### src/rtl/keypad_pkg.sv
// Shared types and key-map for the 4x4 keypad scanner and its downstream debouncer.
package keypad_pkg;

  localparam int unsigned NUM_COLS = 4;
  localparam int unsigned NUM_ROWS = 4;
  localparam int unsigned CODE_W   = 4;

  typedef enum logic [1:0] {
    SETTLE,
    SAMPLE,
    HELD
  } scan_state_t;

  // Row 3 carries the '*' and '#' keys, reported as E and F.
  function automatic logic [CODE_W-1:0] key_map(input logic [1:0] row, input logic [1:0] col);
    logic [CODE_W-1:0] code;
    case ({row, col})
      4'b00_00: code = 4'h1;
      4'b00_01: code = 4'h2;
      4'b00_10: code = 4'h3;
      4'b00_11: code = 4'hA;
      4'b01_00: code = 4'h4;
      4'b01_01: code = 4'h5;
      4'b01_10: code = 4'h6;
      4'b01_11: code = 4'hB;
      4'b10_00: code = 4'h7;
      4'b10_01: code = 4'h8;
      4'b10_10: code = 4'h9;
      4'b10_11: code = 4'hC;
      4'b11_00: code = 4'hE;
      4'b11_01: code = 4'h0;
      4'b11_10: code = 4'hF;
      default:  code = 4'hD;
    endcase
    return code;
  endfunction

endpackage

### src/rtl/sync2.sv
// Two-flop synchronizer for asynchronous level inputs; resets to all-ones (idle pulled-up lines).
module sync2 #(
  parameter int unsigned WIDTH = 4
) (
  input  logic             clk,
  input  logic             reset,
  input  logic [WIDTH-1:0] d,
  output logic [WIDTH-1:0] q
);

  logic [WIDTH-1:0] meta_q;
  logic [WIDTH-1:0] sync_q;

  always_ff @(posedge clk) begin
    if (reset) begin
      meta_q <= '1;
      sync_q <= '1;
    end else begin
      meta_q <= d;
      sync_q <= meta_q;
    end
  end

  assign q = sync_q;

endmodule

### src/rtl/keypad_scanner.sv
// Column-strobing 4x4 keypad scanner: locks onto a single pressed key and reports its hex code
// until the key's row releases. No debouncing here.
module keypad_scanner
  import keypad_pkg::*;
#(
  parameter int unsigned SETTLE_CYCLES = 48000
) (
  input  logic              clk,
  input  logic              reset,
  input  logic [3:0]        row_n,
  output logic [3:0]        col_n,
  output logic              key_pressed,
  output logic [CODE_W-1:0] key_code
);

  localparam int unsigned     CNT_W   = $clog2(SETTLE_CYCLES);
  localparam logic [CNT_W-1:0] CNT_MAX = CNT_W'(SETTLE_CYCLES - 1);
  localparam logic [CNT_W-1:0] CNT_ONE = CNT_W'(1);

  logic [3:0] row_s;

  sync2 #(
    .WIDTH(NUM_ROWS)
  ) u_row_sync (
    .clk  (clk),
    .reset(reset),
    .d    (row_n),
    .q    (row_s)
  );

  scan_state_t       state_q, state_d;
  logic [CNT_W-1:0]  cnt_q, cnt_d;
  logic [1:0]        col_q, col_d;
  logic [1:0]        row_q, row_d;
  logic              pressed_q, pressed_d;
  logic [CODE_W-1:0] code_q, code_d;

  logic [3:0] rows_low;
  logic       single_low;
  logic [1:0] low_idx;
  logic       cnt_done;

  assign rows_low   = ~row_s;
  // Exactly one bit set: non-zero and clearing the lowest set bit leaves nothing.
  assign single_low = (rows_low != 4'd0) && ((rows_low & (rows_low - 4'd1)) == 4'd0);
  assign cnt_done   = (cnt_q == CNT_MAX);

  always_comb begin
    low_idx = 2'd0;
    for (int i = NUM_ROWS - 1; i >= 0; i--) begin
      if (rows_low[i]) low_idx = 2'(i);
    end
  end

  always_ff @(posedge clk) begin
    if (reset) begin
      state_q   <= SETTLE;
      cnt_q     <= '0;
      col_q     <= 2'd0;
      row_q     <= 2'd0;
      pressed_q <= 1'b0;
      code_q    <= '0;
    end else begin
      state_q   <= state_d;
      cnt_q     <= cnt_d;
      col_q     <= col_d;
      row_q     <= row_d;
      pressed_q <= pressed_d;
      code_q    <= code_d;
    end
  end

  always_comb begin
    state_d   = state_q;
    cnt_d     = cnt_q;
    col_d     = col_q;
    row_d     = row_q;
    pressed_d = pressed_q;
    code_d    = code_q;

    case (state_q)
      SETTLE: begin
        if (cnt_done) begin
          cnt_d   = '0;
          state_d = SAMPLE;
        end else begin
          cnt_d = cnt_q + CNT_ONE;
        end
      end

      SAMPLE: begin
        if (single_low) begin
          row_d     = low_idx;
          pressed_d = 1'b1;
          code_d    = key_map(low_idx, col_q);
          state_d   = HELD;
        end else begin
          // No key or an ambiguous multi-row hit: move on to the next column.
          col_d   = col_q + 2'd1;
          state_d = SETTLE;
        end
      end

      HELD: begin
        if (cnt_done) begin
          cnt_d = '0;
          // Only the locked row is watched; other rows are ignored while held.
          if (row_s[row_q]) begin
            pressed_d = 1'b0;
            col_d     = col_q + 2'd1;
            state_d   = SETTLE;
          end
        end else begin
          cnt_d = cnt_q + CNT_ONE;
        end
      end

      default: begin
        state_d = SETTLE;
        cnt_d   = '0;
      end
    endcase
  end

  assign col_n       = ~(4'b0001 << col_q);
  assign key_pressed = pressed_q;
  assign key_code    = code_q;

endmodule

### config.mk
export PLATFORM = sky130hd
export DESIGN_NAME = keypad_scanner
export DESIGN_NICKNAME = d
export VERILOG_FILES = /design/src/rtl/keypad_pkg.sv /design/src/rtl/sync2.sv /design/src/rtl/keypad_scanner.sv
export SDC_FILE = /design/constraint.sdc
export NUM_CORES = 1
export LEC_CHECK = 0
export CORE_MARGIN = 3
export CORE_UTILIZATION = 25
export DETAILED_ROUTE_END_ITERATION = 7
export GPL_TIMING_DRIVEN = 0
export PLACE_DENSITY = 0.47
export SYNTH_ARGS = -nofsm -noshare
export SYNTH_HDL_FRONTEND = slang
export SYNTH_SLANG_ARGS = --single-unit
### constraint.sdc
create_clock -name clk -period 1.9 [get_ports clk]
set_clock_uncertainty 0.1 [all_clocks]
set_input_delay 0.475 -clock clk [delete_from_list [all_inputs] [get_ports clk]]
set_output_delay 0.475 -clock clk [all_outputs]
set_load 0.005 [all_outputs]
# After elaboration in Yosys (flattened, before gate mapping)
# Memories as Yosys holds them, arrays and structs flattened. A register that Yosys moved wholly into a read port is not among the register bits.
# Cells that the tools add are included.
[word_totals]
regBits = 31
romBits = 64
input_bits = 6
output_inout_bits = 9
wordCells = 55
memories = 1
[memory_table]
columns = ["memory", "words", "word_bits", "rd", "rd_clocked_by_memory_dff", "wr", "line", "source"]
rows = [
  ["(no name shown)", 16, 4, 1, 1, 0, "keypad_pkg.sv:17", "case ({row, col})"],
]
[op_classes]
addsub = 3
magnitude_cmp = 1
eq_ne = 8
shifts = 1
n_mux = 21
bitwise_logic = 3
n_reduce_logical = 10
[ops]
columns = ["cell", "n"]
rows = [
  ["16-bit one-hot mux with 2 select lines", 1],
  ["2-bit 2-to-1 mux", 11],
  ["16-bit by 1-bit adder with 16-bit output, second input constant", 1],
  ["16-bit equality test, second input constant", 1],
  ["16-bit 2-to-1 mux", 1],
  ["2-bit != test, second input constant", 5],
  ["4-bit NOT", 2],
  ["4-bit AND reduction", 2],
  ["2-bit one-hot mux with 3 select lines", 1],
  ["4-bit bitwise AND", 1],
  ["4-bit zero test", 1],
  ["1-bit 2-to-1 mux", 4],
  ["2-bit one-hot mux with 2 select lines", 1],
  ["4-bit nonzero test", 1],
  ["1-bit by 2-bit << shifter with 4-bit output, first input constant", 1],
  ["4-bit by 1-bit subtractor with 4-bit output, second input constant", 1],
  ["2-bit by 3-bit < comparator with 1-bit output, second input constant", 1],
  ["3-bit AND reduction", 1],
  ["2-bit by 1-bit adder with 2-bit output, second input constant", 1],
  ["1-bit binary-select mux with 2-bit select", 1],
  ["2-bit by 1-bit equality test with 1-bit output, second input constant", 1],
  ["2-bit equality test, second input constant", 1],
  ["2-bit zero test", 1],
  ["1-bit one-hot mux with 2 select lines", 1],
  ["4 further kinds", 4],
]

# Depth between registers and ports, before layout
# Gate-level depths: netlist (run 1).
[logic_depth]
depth_word = 7
ltp_mapped = 7
depth_no_buf = 6

# Cells and area by module
# Synthesis (run 1) repeated with hierarchy kept, for this count alone.
[unflattened]
hier_cells = 205
hier_area_um2 = 1755.4
[by_module_without_submodules]
columns = ["module", "instances", "cells_each", "area_per_inst_um2", "seq_area_each_um2"]
rows = [
  ["keypad_scanner", 1, 189, 1545.2, 540.5],
  ["sync2", 1, 16, 210.2, 160.2],
]

# Worst setup path after synthesis (run 1)
# OpenSTA, ideal clock, no wires.
[synth_path]
path_kind = "reg-to-reg"
start = "register cnt_q[0]"
end = "register col_q[0]"
setup_ps = 130
arrival_time_ps = 1649
t_required_ps = 1670
path_slack_ps = 21
stages_incl_launch_ff = 7
n_path_buf = 0
synth_period_minus_slack_ps = 1879
path_cell_list = "dfxtp_1 -> ha_1 -> nand3_2 -> nor4_4 -> and3_1 -> o21ai_0 -> nor3b_2"
[synth_between]
elab_chain_cells = 3
[synth_lines]
columns = ["element", "line", "source"]
rows = [
  ["start: declaration", "keypad_scanner.sv:32", "logic [CNT_W-1:0] cnt_q, cnt_d;"],
  ["start signal: assignment", "keypad_scanner.sv:65", "cnt_q <= cnt_d;"],
  ["16-bit equality test", "keypad_scanner.sv:46", "assign cnt_done = (cnt_q == CNT_MAX);"],
  ["2-bit != test (no source line)", "-", ""],
  ["4-bit AND reduction (no source line)", "-", ""],
  ["end signal: assignment", "keypad_scanner.sv:66", "col_q <= col_d;"],
  ["end: declaration", "keypad_scanner.sv:33", "logic [1:0] col_q, col_d;"],
]
# No other way between the ends.
# A chain may end at the register's enable or synchronous reset.

# Final worst setup path (run 1)
[layout_path]
start = "register cnt_q[7]"
end = "register col_q[0]"
# The elaborated chain is that of the path after synthesis.

==> summary.md, run 1 <==
| Metric | Value |
|---|---|
| Status | finished, final reports clean |
| Sw Pwr | 335.8 uW |
| TritonCTS clock tree | done |
| Req. time, crit path | 1.96 ns |
| Die area | 0.008267 mm^2 |
| CTS clk-pin slew, worst paths | about 0.080 ns |
| Post-Syn Instances | 204 |
| GR Util All Layers | 0.1073 |
| DRT iter0 DRCs | 97 |
| RSZ-0062 raised after global routing | true |
| Slew Limit Headroom | 0.6187 |
| # IOs | 15 |
| Non-filler cells, final | approximately 330 |
| Synth warn | 0 |
| Pwr Density | about 670 mW/mm^2 |
| Initial antenna violation count | 0 |
| Clk buf depth | 2 |
| Yosys cell types | 44 |
| Final WL | 4.182 mm |
| Switch share | 0.2173 |
| Metal-1 WL | about 2.1 mm |
| Synth top area share | 0.3886 |
| Yosys reg bits | 35 |
| Clock share of power | 0.456 |
| Worst hold path type | flop to flop |
| ANT cells | 0 |
| Yosys top cell by area | dfxtp_1 |
| Chip width | roughly 91 um |
| Startpoint Class | flop |
| Crit. End Element | flop |
| Port bufs | 13 |
| Critical Path AT | 1.87 ns |
| Final nets | 242 |
| Worst setup path start | cnt_q[7] |
| EDFF count, synth | 0 |
| Logic pwr share | 0.050 |
| Reg2reg start | cnt_q[7] |
| Mapped Nets | 217 |
| Prevailing post-synth register cell | dfxtp_1 |
| Core footprint | slightly below 0.007 mm^2 |
| Layout Utilization | 0.3330 |
| Layout cells sized above 1 | 0.2261 |
| Worst Path Max Fanout | 7 |
| CTS root buffer | clkbuf_8 |
| H-tree depth | 2 |
| Hpwl dp | 2.863 mm |
| Largest cells by area after synthesis | dfxtp_1, ha_1, nor2_1 |
| Hold_buf cts | 0 |
| Final instance area | roughly 0.0023 mm^2 |
| Fin. max-slew vios | 0 |
| Dpl ws | -0.2820 ns |
| DP Cell Count | 313 |
| Setup WS post-layout | ~0.090 ns |
| P&R area growth vs syn | 27.55% |
| Total power | around 1.5 mW |
| Cell Area, Synth | 0.001803 mm^2 |
| Clock Sinks | 35 |
| Vias per Instance | 4.733 |
| Setup TNS | 0 ns |
| First-pass GRT wire length | 7.279 mm |
| Inserted Clock Buffers | 5 |
| Period utilisation layout | 0.9525 |
| Gp weighted congestion | 0.7642 |
| Met2 wire len | ~1.9 mm |
| Site Rows | 30 |
| Via Count | between 1500 and 2000 |
| Post-layout min period | about 1.8 ns |
| Worst-Margin Slew | 0.5699 ns |
| Hold slack | between 0.3 and 0.4 ns |
| Largest net degree at the start of global routing | 12 |
| Peak Freq | about 550 MHz |
| DP Area | 0.002053 mm^2 |
| Syn avg cell area | between 8 and 9 um^2 |
| Peak VDD IR | 0.0003552 V |
| P_int | around 1.2 mW |
| Total gr overflow | 0 |
| Routed wire per std cell | 12.83 um |
| # DRC | 0 |
| Sequential fraction of the synthesis area | 0.3886 |
| Die H | ~90 um |
| Hold wc startpoint | u_row_sync.meta_q[1] |
| Post-synth ARST share | 0 |
| Vias in the first global route | about 1500 |
| Routed Antenna Nets | 0 |
| Worst skew pair latency | 0.29 ns |
| Critical path type | flop to flop |
| Initial Util | 0.2611 |
| Top Layer Used | met4 |
| Sequential power share | 0.494 |
| Routed wl met3 | around 150 um |
| Final Hold Fails | 0 |
| Max Cap Viol | 0 |
| Leak Pwr | between 0.8 and 0.9 nW |
| Final setup viols | 0 |
| Drt first pass iters | 4 |
-- power by group through the flow --
stage	Clock, mW	Combinational (mW)	Sequential [mW]
final	0.705	0.0769	0.763
after floorplan	0	0.0522	0.774
after CTS	0.727	0.0752	0.760
after global routing	0.763	0.0880	0.766
after global placement	0	0.0736	0.777
after detailed placement	0	0.0733	0.777
-- routing by layer --
layer / up-vias / GRT usage
met1: 725 / 0.1437
met3: 4 / 0.03667
met2: 25 / 0.1625
met5: - / 0
met4: 0 / 0.03141
li1: 789 / -
-- cell usage after synthesis, types with 2 or more instances --
library cell  instances
a211oi_1              2
o21ai_0              10
mux2i_1               4
o31ai_1               2
xor2_1                2
xnor2_1               3
nand2_1              14
a22oi_1               2
a311oi_1              2
ha_1                  7
or2_2                 8
nor3_1                8
nor2_1               18
nand3b_1              4
mux4_2                2
a22o_1                2
or3_1                 2
nand4b_1              4
nand2b_1              2
nor4_4                2
nor4_1                6
inv_1                 8
and3_1                3
dfxtp_1              35
nor2b_1               2
nand3_1              11
clkbuf_1              8
a21oi_1              12
o211ai_1              2
nand4_1               3
-- path summary, 6_finish.rpt --
path | cells past startpoint | end | slack (ns)
worst max-delay path | 6 | col_q[0] | 0.09
worst max register to register | 6 | col_q[0] | 0.09
worst min-delay path | 1 | u_row_sync.q[1] | 0.31
worst min register to register | 1 | u_row_sync.q[1] | 0.31
-- repair_timing --
item	4_1_cts	5_1_grt
pin swaps	2	1
setup endpoints to repair	24	14
buffers inserted	5	1
resized for setup	18	18
-- kinds of logic after synthesis --
kind of cell    count (synthesis)  synth area share
compound gates                 39            0.1360
xor+xnor                        5           0.02429
fa+ha+maj                       7           0.04858
buf+inv                        17           0.03608
flops                          35            0.3886
mux                             6           0.04719
simple gates                   95            0.3192
-- final cells by class --
type                            instances  area [um^2]
Fill cell                             735         4607
Multi-Input combinational cell        152         1106
Sequential cell                        35        714.4
Timing Repair Buffer                   19        173.9
Tap cell                               96        120.1
Clock buffer                            6        82.58
Buffer                                  8        37.54
Clock inverter                          2        35.03
Inverter                                8        30.03
-- worst max-delay path, stage by stage (launching register included) --
cell,delay [ns]
dfxtp_1,0.37
nand4b_1,0.26
nor4_4,0.32
buf_6,0.17
and3_2,0.23
o21ai_0,0.08
nor3b_2,0.15
-- cell usage in the layout, fill, tap and decap left out, types with 3 or more instances in the layout --
master / count
ha_1: 5
nor4_4: 3
clkdlybuf4s50_1: 9
nand2_1: 14
clkbuf_1: 6
nor3_1: 7
dfxtp_1: 26
mux2i_1: 4
buf_4: 5
nor4_1: 5
nor2_1: 17
a21oi_1: 10
nand3b_1: 4
xnor2_1: 3
dfxtp_2: 8
nand3_1: 11
dlygate4sd2_1: 4
inv_1: 6
o21ai_0: 9
nand4_1: 3
nand4b_1: 4
or2_2: 8
clkbuf_8: 6
-- registers in the layout, summed over array words and instances (netlist names) --
name,count
cnt_q,16
key_code,4
u_row_sync.meta_q,4
u_row_sync.q,4
col_q,2
row_q,2
state_q,2
key_pressed,1
Power figures use the tool's default switching activity.
==> inputs of run 2 (changes only) <==
Settings changed: SKIP_CTS_REPAIR_TIMING set to 1.
==> run 2 against run 1 <==
Against the previous run: die area is the same; global-route usage decreased by 0.40 points; sequential power about the same; core utilization up 0.34 points; cell count rose by 0.31%; combinational power fell by 2%; power is 0.29% lower; final area increased by 1.0%; via count increased by 0.39%; count of clock-buffer cells in the layout unchanged; critical endpoint unchanged; largest power group unchanged.
==> summary.md, run 2 (same netlist as run 1, synthesis figures left out) <==
| Metric | Value |
|---|---|
| Status | finished, final reports clean |
| TritonCTS clock tree | done |
| Worst path top cell family by delay | simple AND/OR/NAND/NOR gates |
| Slew Limit Headroom | 0.6264 (+0.007664) |
| Commonest cells after routing, fill and taps aside | dfxtp_1, nor2_1, nand2_1 |
| Final nets | 243 (+0.41%) |
| Commonest non-fill, non-tap cell in the layout | dfxtp_1 |
| Core footprint | 0.006907 mm^2 (unchanged) |
| Worst skew pair latency | 0.29 ns (about the same) |
| Fin. max-slew vios | 0 (unchanged) |
| Worst Path Max Fanout | 7 (unchanged) |
| CTS clk-pin slew, worst paths | 0.08 ns (about the same) |
| Largest net degree at the start of global routing | 12 (unchanged) |
| Gp weighted congestion | 0.7642 (unchanged) |
| P&R area growth vs syn | 28.87% |
| DRT iter0 DRCs | 99 (+2.1%) |
| Total gr overflow | 0 (unchanged) |
| Critical path's slowest cell | dfxtp_1 |
| ANT cells | 0 (unchanged) |
| Die area | 0.008267 mm^2 (unchanged) |
| Via Count | 1549 (+0.39%) |
| Drt first pass iters | 4 (unchanged) |
| Hpwl dp | 2.863 mm (unchanged) |
| Startpoint Class | flop |
| Period utilisation layout | 0.9601 (+0.007587) |
| Inserted Clock Buffers | 5 (unchanged) |
| Crit path largest cell delay | 0.44 ns (+0.07 ns) |
| Buffers and inverters on the worst path | 1 (unchanged) |
| Clock Sinks | 35 (unchanged) |
| Peak Freq | 548.2 MHz (-0.79%) |
| Crit. End Element | flop |
| Initial antenna violation count | 0 (unchanged) |
| GR Util All Layers | 0.1033 (-0.003994) |
| Setup TNS | 0 ns (unchanged) |
| Pwr Density | 663.1 mW/mm^2 (-1.3%) |
| # IOs | 15 (unchanged) |
| # DRC | 0 (unchanged) |
| RSZ-0062 raised after global routing | true |
| Total power | 1.541 mW (-0.29%) |
| Req. time, crit path | 1.96 ns (about the same) |
| Worst-Margin Slew | 0.5584 ns (-0.01145 ns) |
| Die H | 90.93 um (unchanged) |
| Multi-input gate area | 0.001106 mm^2 (unchanged) |
| Critical Path AT | 1.89 ns (+0.02 ns) |
| Max reg flops | 16 (unchanged) |
| Chip width | 90.93 um (unchanged) |
| Peak VDD IR | 0.0003555 V (about the same) |
| Clk buf depth | 2 (unchanged) |
| Final WL | 4.212 mm (+0.72%) |
| First-pass GRT wire length | 7.024 mm (-3.5%) |
| Worst hold path type | flop to flop |
| Max Cap Viol | 0 (unchanged) |
| Post-layout min period | 1.824 ns (+0.01442 ns) |
| Critical path cell sequence | nand4b_1 -> nor4_4 -> buf_6 -> and3_2 -> o21ai_0 -> nor3b_2 |
| Critical path type | flop to flop |
| Layout cells sized above 1 | 0.2251 (-0.0009787) |
| Final setup viols | 0 (unchanged) |
| Final Hold Fails | 0 (unchanged) |
| Largest Register | cnt_q |
| CTS root buffer | clkbuf_8 |
| Port bufs | 13 (unchanged) |
| Fill cells | 728 (-0.95%) |
| Routed wire per std cell | 12.88 um (+0.41%) |
| Leak Pwr | 0.8462 nW (+2.9%) |
| Routed Antenna Nets | 0 (unchanged) |
| Initial Util | 0.2611 (unchanged) |
| Site Rows | 30 (unchanged) |
| FF/Latch Area | 715.7 um^2 (+0.18%) |
| H-tree depth | 2 (unchanged) |
| Vias in the first global route | 1473 (-2.8%) |
| Vias per Instance | 4.737 (about the same) |
==> run 2: layer usage <==
layer,vias to the layer above,GRT usage,routed length (um)
li1,795,-,-
met1,732,0.1402,2158
met2,18,0.1527,1880
met3,4,0.03667,132
met4,0,0.03141,40
met5,-,0,0
==> run 2: worst paths after layout <==
kind / from / depth (start not counted) / slack (ns) / endpoint
max reg2reg: cnt_q[12] / 6 / 0.08 / col_q[0]
max: cnt_q[12] / 6 / 0.08 / col_q[0]
min reg2reg: u_row_sync.meta_q[1] / 1 / 0.31 / u_row_sync.q[1]
min: u_row_sync.meta_q[1] / 1 / 0.31 / u_row_sync.q[1]
==> run 2: layout make-up <==
class / count / area share
multi-input cells: 152 / 0.4760
flip-flops and latches: 35 / 0.3080
repair buffers: 20 / 0.08454
well taps: 96 / 0.05170
clock buffers: 6 / 0.03554
plain buffers: 8 / 0.01616
clock inverters: 2 / 0.01508
inverters: 8 / 0.01292
==> run 2: per-stage QoR <==
| step | area (um^2) | std cells | utilization | hold slack [ns] | worst slack (ns) |
|---|---|---|---|---|---|
| CTS | 2171 | 321 | 0.3143 | 0.3146 | -0.3890 |
| global route | 2323 | 327 | 0.3364 | 0.3293 | 0.009340 |
| detailed placement | 2053 | 313 | 0.2973 | 0.2963 | -0.2820 |
| floorplan | 1803 | 204 | - | 0.2895 | 0.02090 |
| global placement | 2053 | 313 | 0.2973 | 0.2910 | -0.2808 |
| finish | 2323 | 327 | 0.3364 | 0.3111 | 0.07578 |
==> run 2: report_power, final <==
group	internal, mW	switching (mW)	leakage, nW
Sequential	0.744	0.0162	0.289
Clock	0.425	0.280	0.0612
Combinational	0.0374	0.0377	0.496
Total	1.21	0.334	0.846
==> inputs of run 3 (changes only) <==
Settings changed: CAP_MARGIN set to 20, GPL_ROUTABILITY_DRIVEN set to 0.
==> results of run 3 <==
Same layout as run 2: the final DEF is identical, and so are final timing and power.
